**src/rtl/serial_io_port.sv**
```systemverilog
// serial_io_port: device-side end of the processor serial IO interface.
// Two byte FIFOs: RX carries host bytes toward the processor, TX carries
// processor writes toward the host. Sticky error flags record misuse of
// either handshake until the next reset.

// Show-ahead circular byte FIFO with registered storage and occupancy count.
module serial_io_fifo #(
   parameter int DEPTH_LOG2 = 3
) (
   input  logic                  clock,
   input  logic                  reset,
   input  logic [7:0]            wr_data,
   input  logic                  push_req,
   input  logic                  pop_req,
   output logic [7:0]            head_data,
   output logic [DEPTH_LOG2:0]   count,
   output logic                  full,
   output logic                  empty
);

   localparam int DEPTH = 2 ** DEPTH_LOG2;
   localparam logic [DEPTH_LOG2:0] FULL_COUNT = (DEPTH_LOG2 + 1)'(DEPTH);

   logic [7:0]            mem_q [DEPTH];
   logic [7:0]            mem_d [DEPTH];
   logic [DEPTH_LOG2-1:0] wr_ptr_q, wr_ptr_d;
   logic [DEPTH_LOG2-1:0] rd_ptr_q, rd_ptr_d;
   logic [DEPTH_LOG2:0]   count_q, count_d;
   logic                  push;
   logic                  pop;

   assign empty     = (count_q == '0);
   assign full      = (count_q == FULL_COUNT);
   assign count     = count_q;
   assign head_data = empty ? 8'h00 : mem_q[rd_ptr_q];

   // Full/empty gate the requests using the pre-edge state, so a push into a
   // full FIFO is refused even when a pop happens on the same edge.
   assign push = push_req && !full;
   assign pop  = pop_req && !empty;

   // Next pointers, count and storage; pointer width makes the wrap natural.
   always_comb begin
      mem_d    = mem_q;
      wr_ptr_d = wr_ptr_q;
      rd_ptr_d = rd_ptr_q;
      count_d  = count_q;
      if (push) begin
         mem_d[wr_ptr_q] = wr_data;
         wr_ptr_d        = wr_ptr_q + 1'b1;
      end
      if (pop) begin
         rd_ptr_d = rd_ptr_q + 1'b1;
      end
      case ({push, pop})
         2'b10:   count_d = count_q + 1'b1;
         2'b01:   count_d = count_q - 1'b1;
         default: count_d = count_q;
      endcase
   end

   // State registers; reset discards every buffered byte.
   always_ff @(posedge clock or negedge reset) begin
      if (!reset) begin
         mem_q    <= '{default: 8'h00};
         wr_ptr_q <= '0;
         rd_ptr_q <= '0;
         count_q  <= '0;
      end else begin
         mem_q    <= mem_d;
         wr_ptr_q <= wr_ptr_d;
         rd_ptr_q <= rd_ptr_d;
         count_q  <= count_d;
      end
   end

endmodule

// Top level: wires the two FIFOs to the processor and host handshakes.
module serial_io_port #(
   parameter int DEPTH_LOG2 = 3
) (
   input  logic                  clock,
   input  logic                  reset,
   output logic [7:0]            serial_in,
   output logic                  serial_valid_in,
   output logic                  serial_ready_in,
   input  logic [7:0]            serial_out,
   input  logic                  serial_rden_out,
   input  logic                  serial_wren_out,
   input  logic [7:0]            host_rx_data,
   input  logic                  host_rx_valid,
   output logic                  host_rx_ready,
   output logic [7:0]            host_tx_data,
   output logic                  host_tx_valid,
   input  logic                  host_tx_ready,
   output logic                  rx_overflow,
   output logic                  rx_underflow,
   output logic                  tx_overflow,
   output logic [DEPTH_LOG2:0]   rx_count,
   output logic [DEPTH_LOG2:0]   tx_count
);

   logic rx_full, rx_empty;
   logic tx_full, tx_empty;
   logic rx_overflow_q, rx_overflow_d;
   logic rx_underflow_q, rx_underflow_d;
   logic tx_overflow_q, tx_overflow_d;

   serial_io_fifo #(.DEPTH_LOG2(DEPTH_LOG2)) u_rx_fifo (
      .clock     (clock),
      .reset     (reset),
      .wr_data   (host_rx_data),
      .push_req  (host_rx_valid),
      .pop_req   (serial_rden_out),
      .head_data (serial_in),
      .count     (rx_count),
      .full      (rx_full),
      .empty     (rx_empty)
   );

   serial_io_fifo #(.DEPTH_LOG2(DEPTH_LOG2)) u_tx_fifo (
      .clock     (clock),
      .reset     (reset),
      .wr_data   (serial_out),
      .push_req  (serial_wren_out),
      .pop_req   (host_tx_ready),
      .head_data (host_tx_data),
      .count     (tx_count),
      .full      (tx_full),
      .empty     (tx_empty)
   );

   assign serial_valid_in = !rx_empty;
   assign host_rx_ready   = !rx_full;
   assign host_tx_valid   = !tx_empty;
   assign serial_ready_in = !tx_full;

   assign rx_overflow  = rx_overflow_q;
   assign rx_underflow = rx_underflow_q;
   assign tx_overflow  = tx_overflow_q;

   // Sticky error flags: once a refused transfer is seen they stay set.
   always_comb begin
      rx_overflow_d  = rx_overflow_q  | (host_rx_valid   & rx_full);
      rx_underflow_d = rx_underflow_q | (serial_rden_out & rx_empty);
      tx_overflow_d  = tx_overflow_q  | (serial_wren_out & tx_full);
   end

   // Flag registers, cleared only by reset.
   always_ff @(posedge clock or negedge reset) begin
      if (!reset) begin
         rx_overflow_q  <= 1'b0;
         rx_underflow_q <= 1'b0;
         tx_overflow_q  <= 1'b0;
      end else begin
         rx_overflow_q  <= rx_overflow_d;
         rx_underflow_q <= rx_underflow_d;
         tx_overflow_q  <= tx_overflow_d;
      end
   end

endmodule

```
**config.mk**
```make
export PLATFORM = sky130hd
export DESIGN_NAME = serial_io_port
export DESIGN_NICKNAME = d
export VERILOG_FILES = /design/src/rtl/serial_io_port.sv
export SDC_FILE = /design/constraint.sdc
export NUM_CORES = 1
export LEC_CHECK = 0
export ABC_AREA = 1
export CORE_UTILIZATION = 30
export CTS_CLUSTER_DIAMETER = 120
export DETAILED_ROUTE_END_ITERATION = 7
export HOLD_SLACK_MARGIN = 0.12
export PLACE_DENSITY_LB_ADDON = 0.25
export SLEW_MARGIN = 5
export SYNTH_ARGS = -nofsm -noshare
export SYNTH_HDL_FRONTEND = slang
export SYNTH_SLANG_ARGS = --single-unit
export TNS_END_PERCENT = 10
```
**constraint.sdc**
```tcl
create_clock -name clock -period 3.6 [get_ports clock]
set_clock_uncertainty 0.1 [all_clocks]
set_input_delay 0.72 -clock clock [delete_from_list [all_inputs] [get_ports clock]]
set_output_delay 0.72 -clock clock [all_outputs]
set_load 0.02 [all_outputs]
```
==> results of run 1 <==
## layout make-up
cell class	instances	area share
Multi-Input combinational cell	613	0.357
Inverter	43	0.0195
Sequential cell	151	0.440
Clock inverter	14	0.0152
Clock buffer	18	0.0500
Timing Repair Buffer	62	0.0710
Tap cell	319	0.0465
## layer usage
metal,vias up,track usage
met5,-,0
met4,0,0.0430
met3,14,0.0290
met2,90,0.255
met1,2657,0.212
li1,2875,-
## where the power goes
group,internal [uW],switching (uW)
sequential,2470,613
combinational,1550,2260
clock,916,816
## worst max-delay path by stage
stage                     cells after the start                  to                  start  slack [ps]
after global placement                        6     host_tx_data[1]  u_tx_fifo.rd_ptr_q[1]         600
after global routing                          6        serial_in[6]  u_rx_fifo.rd_ptr_q[1]          20
after CTS                                     6     host_tx_data[1]  u_tx_fifo.rd_ptr_q[1]          80
after detailed placement                      6     host_tx_data[1]  u_tx_fifo.rd_ptr_q[1]         560
final                                         6        serial_in[6]  u_rx_fifo.rd_ptr_q[1]         200
after floorplan                              12  u_tx_fifo.count[2]     u_tx_fifo.count[0]        1330
## kinds of logic (layout without fill, tap and decap cells)
kind of cell / Yosys count / in the layout
simple gates: 351 / 351
buf+inv: 81 / 137
xor+xnor: 12 / 12
fa+ha+maj: 10 / 10
flops: 151 / 151
compound gates: 240 / 240
## flip-flops by register name, summed over array words and instances, names as in the netlist
| register | flops |
|---|---|
| u_tx_fifo.mem_q | 64 |
| u_rx_fifo.count | 4 |
| u_tx_fifo.wr_ptr_q | 3 |
| u_rx_fifo.wr_ptr_q | 3 |
| rx_underflow | 1 |
| u_rx_fifo.rd_ptr_q | 3 |
| u_tx_fifo.rd_ptr_q | 3 |
| rx_overflow | 1 |
| u_tx_fifo.count | 4 |
| tx_overflow | 1 |
| u_rx_fifo.mem_q | 64 |
## worst reg2reg max path, stage by stage, from the launching register on
cell and delay (ps):
dfrtp_1 430, nor2_1 200, nand2_1 320, nand2_1 230, inv_1 130, ha_1 260, nand2_1 80, nand2_1 70
ha_1 170, a21oi_1 180, o21ai_0 120, nand2_1 70, o22ai_1 50
## stage by stage
step	worst slack [ps]	std cells	hold WS [ps]	total power, uW
after floorplan	1330	845	324	5620
after global placement	597	1188	363	6890
after detailed placement	556	1188	362	6930
after CTS	83.3	1220	153	8710
after global routing	23.7	1220	177	9370
final	200	1220	134	8630
## placed cells by master (no fill, tap or decap), types with 2 or more instances in the layout
cell	instances
nand2_2	2
inv_1	39
clkbuf_16	17
clkdlybuf4s50_1	51
nand3_1	7
inv_6	6
nor2_1	135
o21ai_0	143
ha_1	10
o211ai_1	16
inv_8	4
nand2_8	7
clkinv_4	2
a21oi_1	3
clkinvlp_4	3
nand2_1	188
o21ai_1	49
xnor2_1	5
buf_4	9
o22ai_1	18
dfrtp_1	150
o21bai_1	2
nand2_4	8
xor2_1	7
o21ai_2	8
inv_2	2
==> metrics, run 1 <==
Data required, critical path 2780 ps; register area around 3800 sq um; Syn Area/Cell between 8 and 9 sq um; maximum VDD drop 0.000584 V; GP Congestion 0.795; core area 23600 sq um; initial antenna violation count 0; synth cell count leaders 188 x nand2_1, 151 x dfrtp_1, 143 x o21ai_0; EDFF count, synth 0; Max Freq 294 MHz; Cells after Synth roughly 850; most common cell in the netlist nand2_1; post-route cell area 8580 sq um; number of DRC markers in iteration 0 392; Slew @ Worst Pin 673 ps; Die X 158 um; DP Wirelength 11700 um; Mapped Nets about 900; Synthesis Warnings 0; Synth Area in Adders 0.0172; Power Density between 1000 and 1500 nW/um^2; placed standard-cell area 8020 sq um; xor/xnor share of the synthesized area 0.0144; Reg clk slew, reported paths 70 ps; Highest Signal Layer met4; CTS sink cnt 151; DRT antenna net count 0; crit end category output pin; CP Cell Sequence inv_1, o21ai_0, o22ai_1, nor2_1, nor2_1, clkdlybuf4s50_1; total clock buffers created by CTS 17; worst hold path class in -> async; RR Endpoint u_tx_fifo.count[2]; met3 routed WL a little under 600 um; CP peak stage delay 640 ps; share of layout cells above drive strength 1 0.0844; status finished, final reports clean; register area share after synthesis 0.519; I/O pin count 53; Routed met1 length 8770 um; DR vias/cell 4.62; Die Area 24900 sq um; Pleak 0.00394 uW; CP top delay family buffers and inverters; Slew HR 0.551; CP arrival 2580 ps; Max Slew Vio Count 0; diode count 0; minimum clock period about 3400 ps; share of the synthesized area in the top cell type 0.519; synthesized area 7290 sq um; largest family of logic cells by synthesized area simple AND/OR/NAND/NOR gates; register bit count reported by yosys 151; Critical Path Most Common Cell nor2_1; CP Launch Type flip-flop; drt first pass iters 5; synth unique cells 30; buffers and inverters on the worst path 2; vias in the first global route 5486; floorplan row count 56; count of final setup violators 0; maximum buffer depth of the clock tree 2; gr ovfl total 0; max_cap viols 0; crit-path max FO 18; # nets final 920; DR DRC count 0; Synth Area in Simple Gates 0.211; FFs w/ async S/R, synth 1.00; mux contribution to synthesized area 0; GRT Overall Usage 0.157; drt total wl around 18000 um; drt wl/cell 14.9 um; CTS Root Cell clkbuf_16; period utilization 0.944; crit path kind reg -> out; Starting Density 0.309; Setup Total Neg Slack 0 ps; Compound-Gate Fraction of Synth Area 0.179; multi-input logic area 3070 sq um; RSZ-0062 raised after global routing false; worst-skew pair later-pin latency 430 ps; routed wl met2 8580 um; Worst R2R Start u_tx_fifo.count[1]; CTS H-tree lvls 4; CTS Hold Bufs 0; R2R cell count 12; CP max stage cell clkdlybuf4s50_1; P&R area growth vs syn 17.8%; vias between 5000 and 6000; Synth area leader dfrtp_1; pin count of the biggest net entering global routing 68; Die Y between 150 and 200 um; CTS tree built; PostCTS Resize Cnt 0; Final Hold Fails 0; r2r setup slk 1090 ps; Port Buf Inserts 52; postcts setup bufs 0; # fillers 2451; top cells by area, synth dfrtp_1 52%, o21ai_0 9.8%, nand2_1 9.7%, nor2_1 7.0%, o21ai_1 3.4%; Synth Flop Type dfrtp_1; first-pass GRT wire length 29900 um; Finished Core Util 0.363
Power figures use the tool's default switching activity.
==> inputs of run 2 (changes only) <==
--- a/config.mk
+++ b/config.mk
@@ -9,8 +9,10 @@
 export CORE_UTILIZATION = 30
 export CTS_CLUSTER_DIAMETER = 120
 export DETAILED_ROUTE_END_ITERATION = 7
+export DONT_BUFFER_PORTS = 1
 export HOLD_SLACK_MARGIN = 0.12
 export PLACE_DENSITY_LB_ADDON = 0.25
+export REMOVE_ABC_BUFFERS = 1
 export SLEW_MARGIN = 5
 export SYNTH_ARGS = -nofsm -noshare
 export SYNTH_HDL_FRONTEND = slang
==> metrics, run 2 (synthesized netlist as in run 1, its figures left out) <==
Critical Path Most Common Cell nor2_1; DRT antenna net count 0; CTS H-tree lvls 4; Port Buf Inserts 0; CP arrival 2340 ps; Fin Hold WS -105 ps; final worst slack 435 ps; I/O pin count 53; Pleak roughly 0.0038 uW; DR vias/cell 4.72; CTS tree built; vias between 5000 and 6000; register area 3780 sq um; Clock Power Share 0.242; multi-input logic area around 3100 sq um; crit end category output pin; Die Area between 20000 and 25000 sq um; CP Launch Type flip-flop; commonest non-fill, non-tap cell in the layout nand2_1; Starting Density 0.309; worst hold path class in -> async; biggest regs u_rx_fifo.mem_q: 64 flops, u_tx_fifo.mem_q: 64 flops; failing checks negative hold slack; first-pass GRT wire length 29000 um; Power Internal 4780 uW; GP Congestion between 0.7 and 0.8; maximum VDD drop slightly above 0.0003 V; Psw 3470 uW; # nets final 864; pin count of the biggest net entering global routing ~150; drt total wl ~18000 um; Max Slew Vio Count 0; Slew @ Worst Pin 847 ps; Max Freq approximately 320 MHz; Power Density 1020 nW/um^2; minimum clock period 3160 ps; gr ovfl total 0; P&R area growth vs syn 11.3%; CP peak stage delay 700 ps; pre-CTS WS 852 ps; DR DRC count 0; Sw Ratio 0.420; sequential share of power 0.387; RSZ-0062 raised after global routing false; DP Wirelength 10900 um; Die Y 158 um; crit-path max FO 26; worst-skew pair later-pin latency 420 ps; Slew HR 0.435; PostCTS Resize Cnt 0; diode count 0; total clock buffers created by CTS 17; initial antenna violation count 1; drt first pass iters 5; Reg clk slew, reported paths 60 ps; buffers and inverters on the worst path 1; floorplan row count between 50 and 60; CP max stage cell dfrtp_1; Die X 158 um; Finished Core Util 0.344; CP top delay family flip-flops; Logic pwr share 0.371; maximum buffer depth of the clock tree 2; CTS sink cnt about 150; crit path kind reg -> out; share of layout cells above drive strength 1 0.0806; count of final setup violators 0; Data required, critical path around 2800 ps; postcts setup bufs 0; CTS Root Cell clkbuf_16; vias in the first global route 5316; number of DRC markers in iteration 0 353; status finished, violations left; core area approximately 24000 sq um; most frequent cells in the layout 188 x nand2_1, 151 x dfrtp_1, 143 x o21ai_0; GRT Overall Usage 0.152; Setup Total Neg Slack 0 ps; period utilization 0.879; drt wl/cell between 15 and 20 um; Final Hold Fails around 150; CP Cell Sequence inv_1, o21ai_0, o22ai_1, nor2_1, nor2_1; # fillers 2504; max_cap viols 0
## run 2: changes by cell type in the layout (fill, tap and decap cells not counted), moves of 2 or more
cell | before | now
clkinv_4 | 2 | 4
clkdlybuf4s50_1 | 51 | 0
inv_6 | 6 | 3
inv_8 | 4 | 0
bufinv_16 | 0 | 5
clkinvlp_4 | 3 | 1
inv_1 | 39 | 41
buf_4 | 9 | 6
## run 2: power by group through the flow
stage	Sequential [uW]	Clock [uW]	Combinational, uW
2_1_floorplan	3040	0	2420
3_3_place_gp	3220	0	3060
3_5_place_dp	3220	0	3100
4_1_cts	3200	2050	3110
5_1_grt	3310	2120	3530
6_report	3200	1990	3060
## run 2: per-layer routing
metal	vias to the layer above	track usage	wire length (um)
li1	2761	-	-
met3	12	0.0331	655
met1	2623	0.218	9120
met4	2	0.0448	170
met2	92	0.227	7740
met5	-	0	13
## run 2: path summary, 6_finish.rpt
check	slack, ps	end	cells past startpoint	startpoint
max in group asynchronous	3240	u_tx_fifo.mem_q[43]	0	reset
hold reg to reg	380	u_rx_fifo.mem_q[22]	2	u_rx_fifo.mem_q[22]
setup reg to reg	1010	u_rx_fifo.count[2]	13	u_rx_fifo.count[3]
setup / recovery	440	serial_in[7]	5	u_rx_fifo.rd_ptr_q[1]
hold / removal	-110	u_rx_fifo.wr_ptr_q[1]	0	reset
min in group clock	340	tx_overflow	2	serial_wren_out
## run 2: metrics by stage
stage	cells	hold slack, ps	total power (uW)	area, sq um
global placement	1132	329	6270	7450
finish	1163	-105	8250	8110
detailed placement	1132	329	6320	7450
CTS	1163	-127	8360	8110
floorplan	807	324	5460	7010
global route	1163	-134	8970	8110
## run 2: layout make-up
class                      instances  area share
clock inverter                    13      0.0270
tap                              319      0.0492
inverter                          43      0.0202
multi-input combinational        613       0.378
timing repair buffer               6     0.00555
clock buffer                      18      0.0541
sequential                       151       0.466
==> inputs of run 3 (changes only) <==
--- a/config.mk
+++ b/config.mk
@@ -6,13 +6,14 @@
 export NUM_CORES = 1
 export LEC_CHECK = 0
 export ABC_AREA = 1
-export CORE_UTILIZATION = 30
+export CORE_UTILIZATION = 35
 export CTS_CLUSTER_DIAMETER = 120
 export DETAILED_ROUTE_END_ITERATION = 7
 export DONT_BUFFER_PORTS = 1
 export HOLD_SLACK_MARGIN = 0.12
 export PLACE_DENSITY_LB_ADDON = 0.25
 export REMOVE_ABC_BUFFERS = 1
+export SKIP_LAST_GASP = 1
 export SLEW_MARGIN = 5
 export SYNTH_ARGS = -nofsm -noshare
 export SYNTH_HDL_FRONTEND = slang
==> metrics, run 3 (synthesized netlist as in run 1, its figures left out) <==
period utilization 0.874; max_cap viols 0; post-route cell area between 7000 and 8000 sq um; crit path kind reg -> out; Die Y 146 um; CP arrival roughly 2300 ps; drt first pass iters 4; Max Freq 318 MHz; placed cells 1083; commonest non-fill, non-tap cell in the layout nand2_1; # fillers 2093; CTS H-tree lvls 4; most frequent cells in the layout 188 x nand2_1, 151 x dfrtp_1, 143 x o21ai_0; minimum clock period roughly 3100 ps; pin count of the biggest net entering global routing approximately 150; share of layout cells above drive strength 1 0.0817; I/O pin count 53; crit-path max FO 26; maximum buffer depth of the clock tree 2; Die X 146 um; failing checks negative hold slack; Data required, critical path between 2000 and 3000 ps; RR Endpoint u_rx_fifo.count[2]; Starting Density 0.359; PostCTS Resize Cnt 0; Die Area 21400 sq um; DRT antenna net count 0; Slew HR 0.432; first-pass GRT wire length 28900 um; RSZ-0062 raised after global routing false; drt wl/cell 15.3 um; Power Density 1000 nW/um^2; count of final setup violators 0; vias in the first global route 5348; crit end category output pin; gr ovfl total 0; Final Hold Fails 151; CTS Root Cell clkbuf_16; DP Wirelength 10600 um; CP Launch Type flip-flop; diode count 0; multi-input logic area 3070 sq um; met2 global-route usage 0.249; status finished, violations left; floorplan row count 52; Max Slew Vio Count 0; worst hold path class in -> async; Slew @ Worst Pin 853 ps; P&R area growth vs syn 9.37%; Layout Cells excl Fill roughly 1100; Setup Total Neg Slack 0 ps; core area 20300 sq um; CTS tree built; Finished Core Util 0.393; GR peak layer met1; biggest regs u_rx_fifo.mem_q: 64 flops, u_tx_fifo.mem_q: 64 flops; vias 5500; R2R cell count 13; placed standard-cell area between 7000 and 8000 sq um; number of DRC markers in iteration 0 384; r2r setup slk 890 ps; total clock buffers created by CTS 17; Reg clk slew, reported paths ~70 ps; DR vias/cell 4.93; postcts setup bufs 0; maximum VDD drop between 0.0003 and 0.0004 V; initial antenna violation count 0; Pleak 0.00372 uW; DR DRC count 0; worst-skew pair later-pin latency 430 ps; GR met1 Demand/Resource 0.254; CTS sink cnt ~150; drt total wl 17000 um; met3 Track Usage GR 0.0294; Fin Hold WS -114 ps; Worst R2R Start u_rx_fifo.count[3]; Port Buf Inserts 0; register area 3780 sq um; GP Congestion 0.787; # nets final ~860; GRT Overall Usage 0.172
-- run 3: cell types whose count changed in the layout (fill, tap and decap cells not counted) --
| cell | before | now |
|---|---|---|
| clkinv_2 | 0 | 1 |
| inv_6 | 3 | 5 |
| clkinv_4 | 4 | 3 |
| inv_8 | 0 | 1 |
| bufinv_16 | 5 | 1 |
| clkinvlp_4 | 1 | 3 |
-- run 3: worst max-delay path by stage --
stage                                     start         endpoint  depth (start not counted)
final                     u_tx_fifo.rd_ptr_q[1]  host_tx_data[4]                          5
after global routing      u_tx_fifo.rd_ptr_q[0]  host_tx_data[2]                          7
after CTS                 u_tx_fifo.rd_ptr_q[1]  host_tx_data[4]                          5
after detailed placement  u_tx_fifo.rd_ptr_q[1]  host_tx_data[4]                          5
after global placement    u_tx_fifo.rd_ptr_q[0]  host_tx_data[5]                          5
after floorplan           u_tx_fifo.rd_ptr_q[0]  host_tx_data[0]                          5
-- run 3: routing by layer --
layer | vias to the layer above | routed length (um)
li1 | 2768 | -
met1 | 2619 | 8880
met2 | 88 | 7280
met3 | 25 | 496
met4 | 0 | 375
met5 | - | 0
-- run 3: final cells by class --
| type | instances | area share |
|---|---|---|
| flip-flops and latches | 151 | 0.474 |
| repair buffers | 6 | 0.00565 |
| clock inverters | 14 | 0.0174 |
| clock buffers | 18 | 0.0551 |
| well taps | 270 | 0.0424 |
| multi-input cells | 613 | 0.385 |
| inverters | 43 | 0.0206 |
-- run 3: through the flow --
stage	power (uW)	worst slack, ps
5_1_grt	8700	249
6_report	7980	454
2_1_floorplan	5460	982
3_5_place_dp	6280	904
4_1_cts	8060	446
3_3_place_gp	6230	901
-- run 3: worst max-delay path: stages (launching register included) --
cell     delay, ps
dfrtp_1        700
inv_1          420
o21ai_0        140
o22ai_1        140
nor2_1          60
nor2_1         430
-- run 3: where the power goes --
part | internal, uW | switching (uW) | leakage [uW] | total (uW)
Clock | 986 | 768 | 0.000276 | 1750
Combinational | 1060 | 1940 | 0.00156 | 3000
Sequential | 2460 | 765 | 0.00188 | 3230
Total | 4510 | 3470 | 0.00372 | 7980
